**config.mk**
```make
export PLATFORM = sky130hd
export DESIGN_NAME = fifo32_sync
export DESIGN_NICKNAME = d
export VERILOG_FILES = /design/src/rtl/fifo32_sync.sv
export SDC_FILE = /design/constraint.sdc
export NUM_CORES = 1
export LEC_CHECK = 0
export ABC_CLOCK_PERIOD_IN_PS = 12120
export CAP_MARGIN = 20
export CORE_MARGIN = 1.5
export CORE_UTILIZATION = 60
export DETAILED_ROUTE_END_ITERATION = 8
export HOLD_SLACK_MARGIN = 0.03
export PLACE_DENSITY = 0.84
export SLEW_MARGIN = 5
export SYNTH_ARGS = -nofsm -noshare
export SYNTH_HDL_FRONTEND = slang
export SYNTH_SLANG_ARGS = --single-unit
export TNS_END_PERCENT = 1
```
**constraint.sdc**
```tcl
create_clock -name clk -period 12.12 [get_ports clk]
set_clock_uncertainty 0.2 [all_clocks]
set_input_delay 2.424 -clock clk [delete_from_list [all_inputs] [get_ports clk]]
set_output_delay 2.424 -clock clk [all_outputs]
set_load 0.005 [all_outputs]
```
**src/rtl/fifo32_sync.sv**
```systemverilog
// Synchronous single-clock 32-bit FIFO between the APB write path and the read controller.
// Occupancy-based full/empty, registered read data, sticky overflow/underflow flags.
module fifo32_sync #(
  parameter int DEPTH    = 8,
  parameter int AW       = 3,
  parameter int AF_LEVEL = 6
) (
  input  logic          clk,
  input  logic          rst,
  input  logic          write,
  input  logic [31:0]   data_write,
  input  logic          read,
  output logic [31:0]   data_read,
  output logic          empty,
  output logic          full,
  output logic          almost_full,
  output logic [AW:0]   count,
  output logic          overflow,
  output logic          underflow,
  input  logic          clr_err
);

  localparam logic [AW:0] FULL_CNT = (AW+1)'(DEPTH);
  localparam logic [AW:0] AF_CNT   = (AW+1)'(AF_LEVEL);

  logic [31:0]   mem [DEPTH];
  logic [AW-1:0] wr_ptr;
  logic [AW-1:0] rd_ptr;
  logic [AW:0]   count_q;
  logic          rd_acc;
  logic          wr_acc;

  always_comb begin
    rd_acc = read && !empty;
    // A pop on the same edge frees a slot, so a full FIFO still takes the write.
    wr_acc = write && (!full || rd_acc);
  end

  assign empty       = (count_q == '0);
  assign full        = (count_q == FULL_CNT);
  assign almost_full = (count_q >= AF_CNT);
  assign count       = count_q;

  always_ff @(posedge clk) begin
    if (wr_acc && !rst)
      mem[wr_ptr] <= data_write;
  end

  always_ff @(posedge clk) begin
    if (rst) begin
      wr_ptr    <= '0;
      rd_ptr    <= '0;
      count_q   <= '0;
      data_read <= '0;
      overflow  <= 1'b0;
      underflow <= 1'b0;
    end else begin
      if (wr_acc)
        wr_ptr <= wr_ptr + AW'(1);
      if (rd_acc) begin
        rd_ptr    <= rd_ptr + AW'(1);
        data_read <= mem[rd_ptr];
      end
      if (wr_acc && !rd_acc)
        count_q <= count_q + (AW+1)'(1);
      else if (rd_acc && !wr_acc)
        count_q <= count_q - (AW+1)'(1);

      // New error events take priority over clr_err.
      if (write && !wr_acc)
        overflow <= 1'b1;
      else if (clr_err)
        overflow <= 1'b0;
      if (read && !rd_acc)
        underflow <= 1'b1;
      else if (clr_err)
        underflow <= 1'b0;
    end
  end

endmodule

```
==> impl_metrics.json, run 1 <==
{
  "hold_buffers": 0,
  "die_w_um": 141,
  "final_common_cell": "edfxtp_1",
  "drv_slew": 0,
  "synth_cells": 559,
  "num_antenna_cells": 0,
  "finish.utilization_pct": 71.9,
  "clock_sinks": 300,
  "start_kind": "input pin",
  "cts_made_buffers": 29,
  "grt-ovfl-total": 0,
  "antenna_found_initial": 0,
  "hold_viol": 0,
  "gr-usage-all-layers_pct": 23.7,
  "synth_warnings": 0,
  "die_h_um": 141,
  "synth-edff-count": 256,
  "drive_gt1_share_pct": 30.1,
  "insertion_delay_ps": 530,
  "arrival_ps": 5560,
  "clk_pin_slew_ps": 60,
  "leakagePower_nw": 4.30,
  "r2r-start": "count[1]",
  "syn_avg_cell_area_um2": 20.6,
  "vias": 5631,
  "worstPathRequired_ps": 12330,
  "register_area_um2": 8580,
  "cts_buffer_depth": 3,
  "postRouteAntennaNets": 0,
  "peakVddDrop_mv": 0.137,
  "endpoint": "count[3]",
  "postRouteWirelength_um": 22700,
  "ioPinCount": 78,
  "status": "complete, no violations",
  "synth_nets": 602,
  "nFillCells": 1081,
  "fin_setup_tns_ps": 0,
  "gp_congestion": 0.702,
  "drcViolationCount": 0,
  "grt_setup_unrepaired": "no",
  "max_freq_ghz": 0.187,
  "cp-end-kind": "register",
  "rrSetupSlack_ps": 8780,
  "setup_viol": 0,
  "worstSetupPathType": "input pin to register",
  "io_buffers": 77,
  "syn_to_final_growth_pct": 17.3,
  "nets": 693,
  "hold_path.class": "register to register",
  "syn_area_um2": 11500,
  "synth_flop_cell": "edfxtp_1",
  "dp_hpwl_um": 11600,
  "seq_area_frac_synth_pct": 74.5,
  "final.min_clock_period_ps": 5360,
  "critPathLaunch": "read",
  "async_reset_ff_share_pct": 0,
  "synth_seq_cells": 300,
  "grt_pass1_vias": 6031,
  "worst_pin_slew_ps": 976,
  "post-cts-setup-buffers": 0,
  "max-slew-margin-rel_pct": 34.9,
  "regToRegEndpoint": "count[3]",
  "cts-root-buf": "clkbuf_16",
  "worst_r2r_path_depth": 10,
  "core_area_um2": 18800,
  "yosysUniqueCellTypes": 38,
  "drt_iter0_drc": 476,
  "die_area_um2": 20000,
  "power_w": 0.00280,
  "wire_per_inst_um": 25.1,
  "cts_tree": "done",
  "worst-path-max-fanout": 21,
  "via_per_inst": 6.22,
  "fp-row-count": 50,
  "post_cts_resized": 0,
  "h-tree-depth": 1,
  "grt_start_max_net_pins": 67,
  "initial_core_util_pct": 61.3,
  "grt_pass1_wl_um": 35000,
  "powerDensity_nw_per_um2": 208,
  "most-common-layout-cells": "edfxtp_1, clkdlybuf4s50_1, mux4_2",
  "maxCapViolCount": 0,
  "firstDrtPassIters": 4,
  "multi_input_area_um2": 2770,
  "final.period_utilization_pct": 44.2
}
-- flip-flops by register name (all words and copies together), names as in the netlist --
register / flops
wr_ptr: 3
underflow: 1
mem: 256
overflow: 1
count: 4
data_read: 32
rd_ptr: 3
-- kinds of logic after synthesis --
kind of cell / Yosys count / share of synthesized area (%)
xor+xnor: 6 / 0.457
simple gates: 103 / 5.53
fa+ha+maj: 6 / 0.718
mux: 67 / 12.8
flops: 300 / 74.5
compound gates: 43 / 4.13
buf+inv: 34 / 1.91
-- synth_stat cells (2+ instances only) --
cell type	number	share of area [%]
buf_2	2	0.087
nor2b_1	3	0.16
nor2_1	51	1.7
edfxtp_1	256	67
ha_1	5	0.54
buf_6	4	0.39
mux4_2	64	13
dfxtp_1	44	7.7
buf_4	7	0.46
nor4_1	2	0.11
nor3_2	31	2.7
mux2i_1	2	0.17
clkbuf_1	12	0.39
o22ai_2	31	3.4
xnor2_1	3	0.23
inv_1	3	0.098
buf_8	3	0.39
nand2_1	6	0.20
nor3_1	4	0.17
xor2_1	3	0.23
buf_1	2	0.065
a21oi_1	5	0.22
-- stage by stage --
| step | instance area [um^2] | setup slack [ps] | hold WS [ps] | cells |
|---|---|---|---|---|
| 2_1_floorplan | 11500 | 5510 | 284 | 559 |
| 3_3_place_gp | 12500 | 6430 | 281 | 852 |
| 3_5_place_dp | 12500 | 6290 | 298 | 852 |
| 4_1_cts | 13500 | 6800 | 314 | 905 |
| 5_1_grt | 13500 | 6610 | 342 | 906 |
| 6_report | 13500 | 6760 | 306 | 906 |
-- area by class of cell --
type,instances,share of cell area (%)
repair buffers,90,6.39
clock inverters,9,0.880
multi-input cells,225,20.5
well taps,234,2.17
clock buffers,44,6.38
flip-flops and latches,300,63.5
inverters,4,0.111
-- critical path, stage by stage --
cell,delay (ps)
clkdlybuf4s50_1,610
o41a_2,520
buf_4,410
inv_1,90
ha_1,230
inv_1,140
ha_1,290
a21oi_1,200
a211oi_1,100
a31oi_1,190
mux2_2,360
-- where the power goes --
part	internal (W)	leakage, nW	switching (W)
clock	0.000551	0.487	0.000358
combinational	0.000337	1.13	0.000263
sequential	0.00119	2.68	0.0000992
-- per-layer routing --
layer / global-route usage (%) / routed length (um) / vias to the layer above
met5: 0 / 0 / -
met4: 8.52 / 488 / 0
met3: 4.35 / 1530 / 45
met2: 39.4 / 11700 / 243
met1: 32.0 / 9000 / 2897
li1: - / - / 2446
-- worst min path at each step --
stage | from | end | slack, ps | depth (start not counted)
floorplan | data_read[25] | data_read[25] | 280 | 2
global placement | data_read[8] | data_read[8] | 280 | 2
detailed placement | data_read[27] | data_read[27] | 300 | 2
CTS | data_read[27] | data_read[27] | 310 | 2
global route | data_read[27] | data_read[27] | 340 | 2
finish | data_read[27] | data_read[27] | 310 | 2
No activity file was read; power rests on OpenSTA's default activity.
==> inputs of run 2 (changes only) <==
ABC_CLOCK_PERIOD_IN_PS = 4300   (was 12120)
CORE_UTILIZATION = 53   (was 60)
PLACE_DENSITY = 0.79   (was 0.84)
clock period = 4.3 ns   (was 12.12 ns; I/O delays follow)
==> run 2 against run 1 <==
- critical endpoint is now full
- utilization shrank 7.4 points
- sequential power grew to 2.8 times the previous value
- first-iteration DRC count shrank 22%
- die area up 13%
- worst setup slack worse by 5700 ps
- flip-flop and latch count is the same
- via count down 0.12%
- largest cell class unchanged
==> impl_metrics.json, run 2 (synthesis gave the netlist of run 1 again) <==
{
  "die_h_um": 150,
  "hold_viol": 0,
  "final.period_utilization_pct": 74.4,
  "cts_tree": "done",
  "endpoint": "full",
  "initial_core_util_pct": 54.4,
  "worst-path-max-fanout": 7,
  "cp-end-kind": "primary output",
  "drv_slew": 0,
  "post_cts_resized": 0,
  "peakVddDrop_mv": 0.371,
  "worst-path-buf-inv": 2,
  "r2r-start": "count[0]",
  "firstDrtPassIters": 5,
  "powerDensity_nw_per_um2": 579,
  "fp-row-count": 53,
  "final.min_clock_period_ps": 3200,
  "post-cts-setup-buffers": 0,
  "critPathTopFamily": "simple AND/OR/NAND/NOR gates",
  "hold_path.class": "register to register",
  "h-tree-depth": 1,
  "cpPeakStageDelay_ps": 610,
  "placedCellCount": 902,
  "regMostFlops": "mem",
  "crit_cells": 3,
  "worstPathRequired_ps": 3240,
  "slowest_stage": "or4b_4",
  "most-common-layout-cells": "edfxtp_1, clkdlybuf4s50_1, mux4_2",
  "max_freq_ghz": 0.313,
  "insertion_delay_ps": 550,
  "grt-ovfl-total": 0,
  "leakagePower_nw": 4.36,
  "gp_congestion": 0.736,
  "final_common_cell": "edfxtp_1",
  "finish.utilization_pct": 64.6,
  "maxCapViolCount": 0,
  "max-slew-margin-rel_pct": 46.5,
  "grt_pass1_vias": 6120,
  "hold_buffers": 0,
  "wire_per_inst_um": 23.5,
  "via_per_inst": 5.87,
  "fin_area_um2": 13700,
  "vias": 5624,
  "path_cells": "or4b_4 -> inv_1 -> clkdlybuf4s50_1",
  "rrSetupSlack_ps": 1150,
  "dp_hpwl_um": 12400,
  "fin_setup_tns_ps": 0,
  "grt_setup_unrepaired": "no",
  "worst_r2r_path_depth": 10,
  "io_buffers": 77,
  "cts_made_buffers": 30,
  "die_w_um": 150,
  "grt_start_max_net_pins": 46,
  "syn_to_final_growth_pct": 18.7,
  "largest_reg_flops": 256,
  "arrival_ps": 2140,
  "antenna_found_initial": 1,
  "dpl_cell_area_um2": 12700,
  "nets": 702,
  "cts-root-buf": "clkbuf_16",
  "gr-usage-all-layers_pct": 21.2,
  "postRouteWirelength_um": 22500,
  "ioPinCount": 78,
  "core_area_um2": 21200,
  "start_kind": "register",
  "clock_sinks": 300,
  "setup_viol": 0,
  "grt_pass1_wl_um": 35300,
  "cts_buffer_depth": 3,
  "finalNonFillerCells": 958,
  "worstSetupPathType": "register to primary output",
  "die_area_um2": 22600,
  "status": "complete, no violations",
  "drt_iter0_drc": 370,
  "postRouteAntennaNets": 0,
  "drive_gt1_share_pct": 31.2,
  "worst_pin_slew_ps": 803,
  "critPathLaunch": "count[0]",
  "drcViolationCount": 0,
  "clk_pin_slew_ps": 60,
  "regToRegEndpoint": "count[3]"
}
==> run 2: cell types whose count changed in the layout (fill, tap and decap cells not counted), moves of 2 or more <==
cell / delta
clkbuf_16: +2
clkbuf_1: -4
buf_4: +6
clkinv_2: +6
clkbuf_8: -6
buf_12: +3
clkinv_1: +3
==> run 2: worst min path at each step <==
stage                     slack, ps     startpoint  cells after the start             to
after floorplan                 280  data_read[25]                      2  data_read[25]
after global placement          280  data_read[25]                      2  data_read[25]
after detailed placement        300  data_read[30]                      2  data_read[30]
after CTS                       310  data_read[27]                      2  data_read[27]
after global routing            330   data_read[9]                      2   data_read[9]
final                           300  data_read[27]                      2  data_read[27]
==> run 2: per-layer routing <==
layer | wire length (um) | track usage [%]
met3 | 1650 | 3.82
met4 | 431 | 6.18
met1 | 8830 | 28.1
met2 | 11600 | 36.0
met5 | 0 | 0
==> run 2: layout make-up <==
type,count,area [um^2]
antenna,1,2.50
clock buffer,36,815
clock inverter,19,168
fill,1345,7490
inverter,4,15.0
multi-input combinational,225,2780
sequential,300,8570
tap,275,344
timing repair buffer,98,961
==> run 2: tightest hold or removal path: cells and delay by family (launching register included) <==
family	cells	cell delay, ps
and+or+nand+nor	2	130
DFF	1	330
==> run 2: power by group <==
group          internal, W  switching [W]
Clock              0.00152        0.00104
Sequential         0.00336       0.000232
Combinational     0.000968       0.000789
Total              0.00585        0.00206
==> run 2: per-stage QoR <==
step | power [W] | hold WS [ps] | setup WS [ps]
floorplan | 0.00482 | 284 | -594
global placement | 0.00535 | 280 | 775
detailed placement | 0.00543 | 296 | 736
CTS | 0.00799 | 314 | 1060
global route | 0.00826 | 335 | 1020
finish | 0.00791 | 304 | 1100
==> inputs of run 3 (changes only) <==
ABC_CLOCK_PERIOD_IN_PS = 2840   (was 4300)
clock period = 2.84 ns   (was 4.3 ns; I/O delays follow)
==> run 3 against run 2 <==
- cell count is 2.2% higher
- hold slack got worse by 1.5 ps
- largest power group unchanged
- routed wire length up 2.1%
- clock power up 44%
- sequential share of layout area shrank 1.2 points
- flip-flop and latch count unchanged
- global-route usage shrank 0.078 points
- highest routed layer unchanged
- first-iteration DRC count rose by 11%
- total power up 52%
==> impl_metrics.json, run 3 (synthesis gave the netlist of run 1 again) <==
{
  "status": "complete, no violations",
  "io_buffers": 77,
  "insertion_delay_ps": 530,
  "hold_buffers": 0,
  "cts-root-buf": "clkbuf_16",
  "firstDrtPassIters": 5,
  "ioPinCount": 78,
  "drt_iter0_drc": 411,
  "cp-end-kind": "primary output",
  "met3_usage_pct": 2.76,
  "multi_input_area_um2": 2830,
  "grt_setup_unrepaired": "no",
  "die_area_um2": 22600,
  "clk_pin_slew_ps": 60,
  "most-common-layout-cells": "edfxtp_1, clkdlybuf4s50_1, mux4_2",
  "grt-ovfl-total": 0,
  "worst_pin_slew_ps": 590,
  "final.min_clock_period_ps": 2760,
  "cts_made_buffers": 29,
  "gr-usage-all-layers_pct": 21.1,
  "grt_use_met1_pct": 28.6,
  "postRouteAntennaNets": 0,
  "grt_pass1_wl_um": 35100,
  "finish.utilization_pct": 65.8,
  "maxCapViolCount": 0,
  "arrival_ps": 1990,
  "power_w": 0.0120,
  "grt_use_met2_pct": 35.8,
  "regMostFlops": "mem",
  "leakagePower_nw": 4.46,
  "core_area_um2": 21200,
  "start_kind": "register",
  "syn_to_final_growth_pct": 21.0,
  "initial_core_util_pct": 54.4,
  "clock_sinks": 300,
  "grt_pass1_vias": 6099,
  "register_area_um2": 8570,
  "gp_congestion": 0.721,
  "worstSetupPathType": "register to primary output",
  "hold_path.class": "register to register",
  "drive_gt1_share_pct": 33.7,
  "nFillCells": 1356,
  "postRouteWirelength_um": 23000,
  "peakVddDrop_mv": 0.654,
  "max-slew-margin-rel_pct": 60.7,
  "powerDensity_nw_per_um2": 861,
  "die_w_um": 150,
  "final_common_cell": "edfxtp_1",
  "worst-path-max-fanout": 4,
  "wire_per_inst_um": 23.5,
  "antenna_found_initial": 1,
  "max_freq_ghz": 0.363,
  "via_per_inst": 5.89,
  "h-tree-depth": 1,
  "nets": 724,
  "fp-row-count": 53,
  "drcViolationCount": 0,
  "top_usage_layer": "met2",
  "die_h_um": 150,
  "grt_start_max_net_pins": 51,
  "drv_slew": 0,
  "setup_viol": 0,
  "cts_buffer_depth": 3,
  "largest_reg_flops": 256,
  "dp_hpwl_um": 13300,
  "cts_tree": "done",
  "final.period_utilization_pct": 97.1,
  "worstPathRequired_ps": 2070,
  "vias": 5771,
  "hold_viol": 0
}
==> run 3: per-stage QoR <==
stage	setup slack (ps)	hold slack (ps)	setup TNS, ps	cells	area (um^2)
6_report	82.5	302	0	979	13900
5_1_grt	15.0	330	0	979	13900
4_1_cts	17.2	304	0	975	13900
3_5_place_dp	-264	291	-508	922	13000
3_3_place_gp	-154	278	-154	922	13000
2_1_floorplan	-815	284	-65860	559	11500
==> run 3: final timing paths <==
check           startpoint       endpoint  slack (ps)  cells past startpoint
min          data_read[25]  data_read[25]         300                      2
max               count[1]           full          80                      3
max reg2reg       count[1]       count[3]         110                     11
min reg2reg  data_read[25]  data_read[25]         300                      2
==> run 3: worst max-delay path, stage by stage, from the launching register on <==
cell and delay, ps:
dfxtp_1 310, or4b_4 580, inv_1 80, clkdlybuf4s50_1 490
==> run 3: layer usage <==
| layer | part of all wire, % | up-vias |
|---|---|---|
| met5 | 0 | - |
| met3 | 5.4 | 40 |
| li1 | - | 2519 |
| met1 | 42 | 3003 |
| met4 | 2.4 | 0 |
| met2 | 50 | 209 |
==> run 3: area by class of cell <==
cell class,count,area share [%]
well taps,275,2.47
diodes,1,0.0180
multi-input cells,225,20.3
repair buffers,121,8.95
clock inverters,16,0.961
inverters,4,0.108
clock buffers,37,5.64
flip-flops and latches,300,61.6
==> run 3: where the power goes <==
part / switching (W) / internal [W]
registers: 0.000255 / 0.00509
clock network: 0.00155 / 0.00213
logic: 0.00135 / 0.00161
total: 0.00316 / 0.00883
==> run 3: timing repair <==
item	4_1_cts	5_1_grt
buffers inserted	0	3
endpoints found under the hold margin	0	0
endpoints found under the setup margin	0	1
resized for setup	0	5
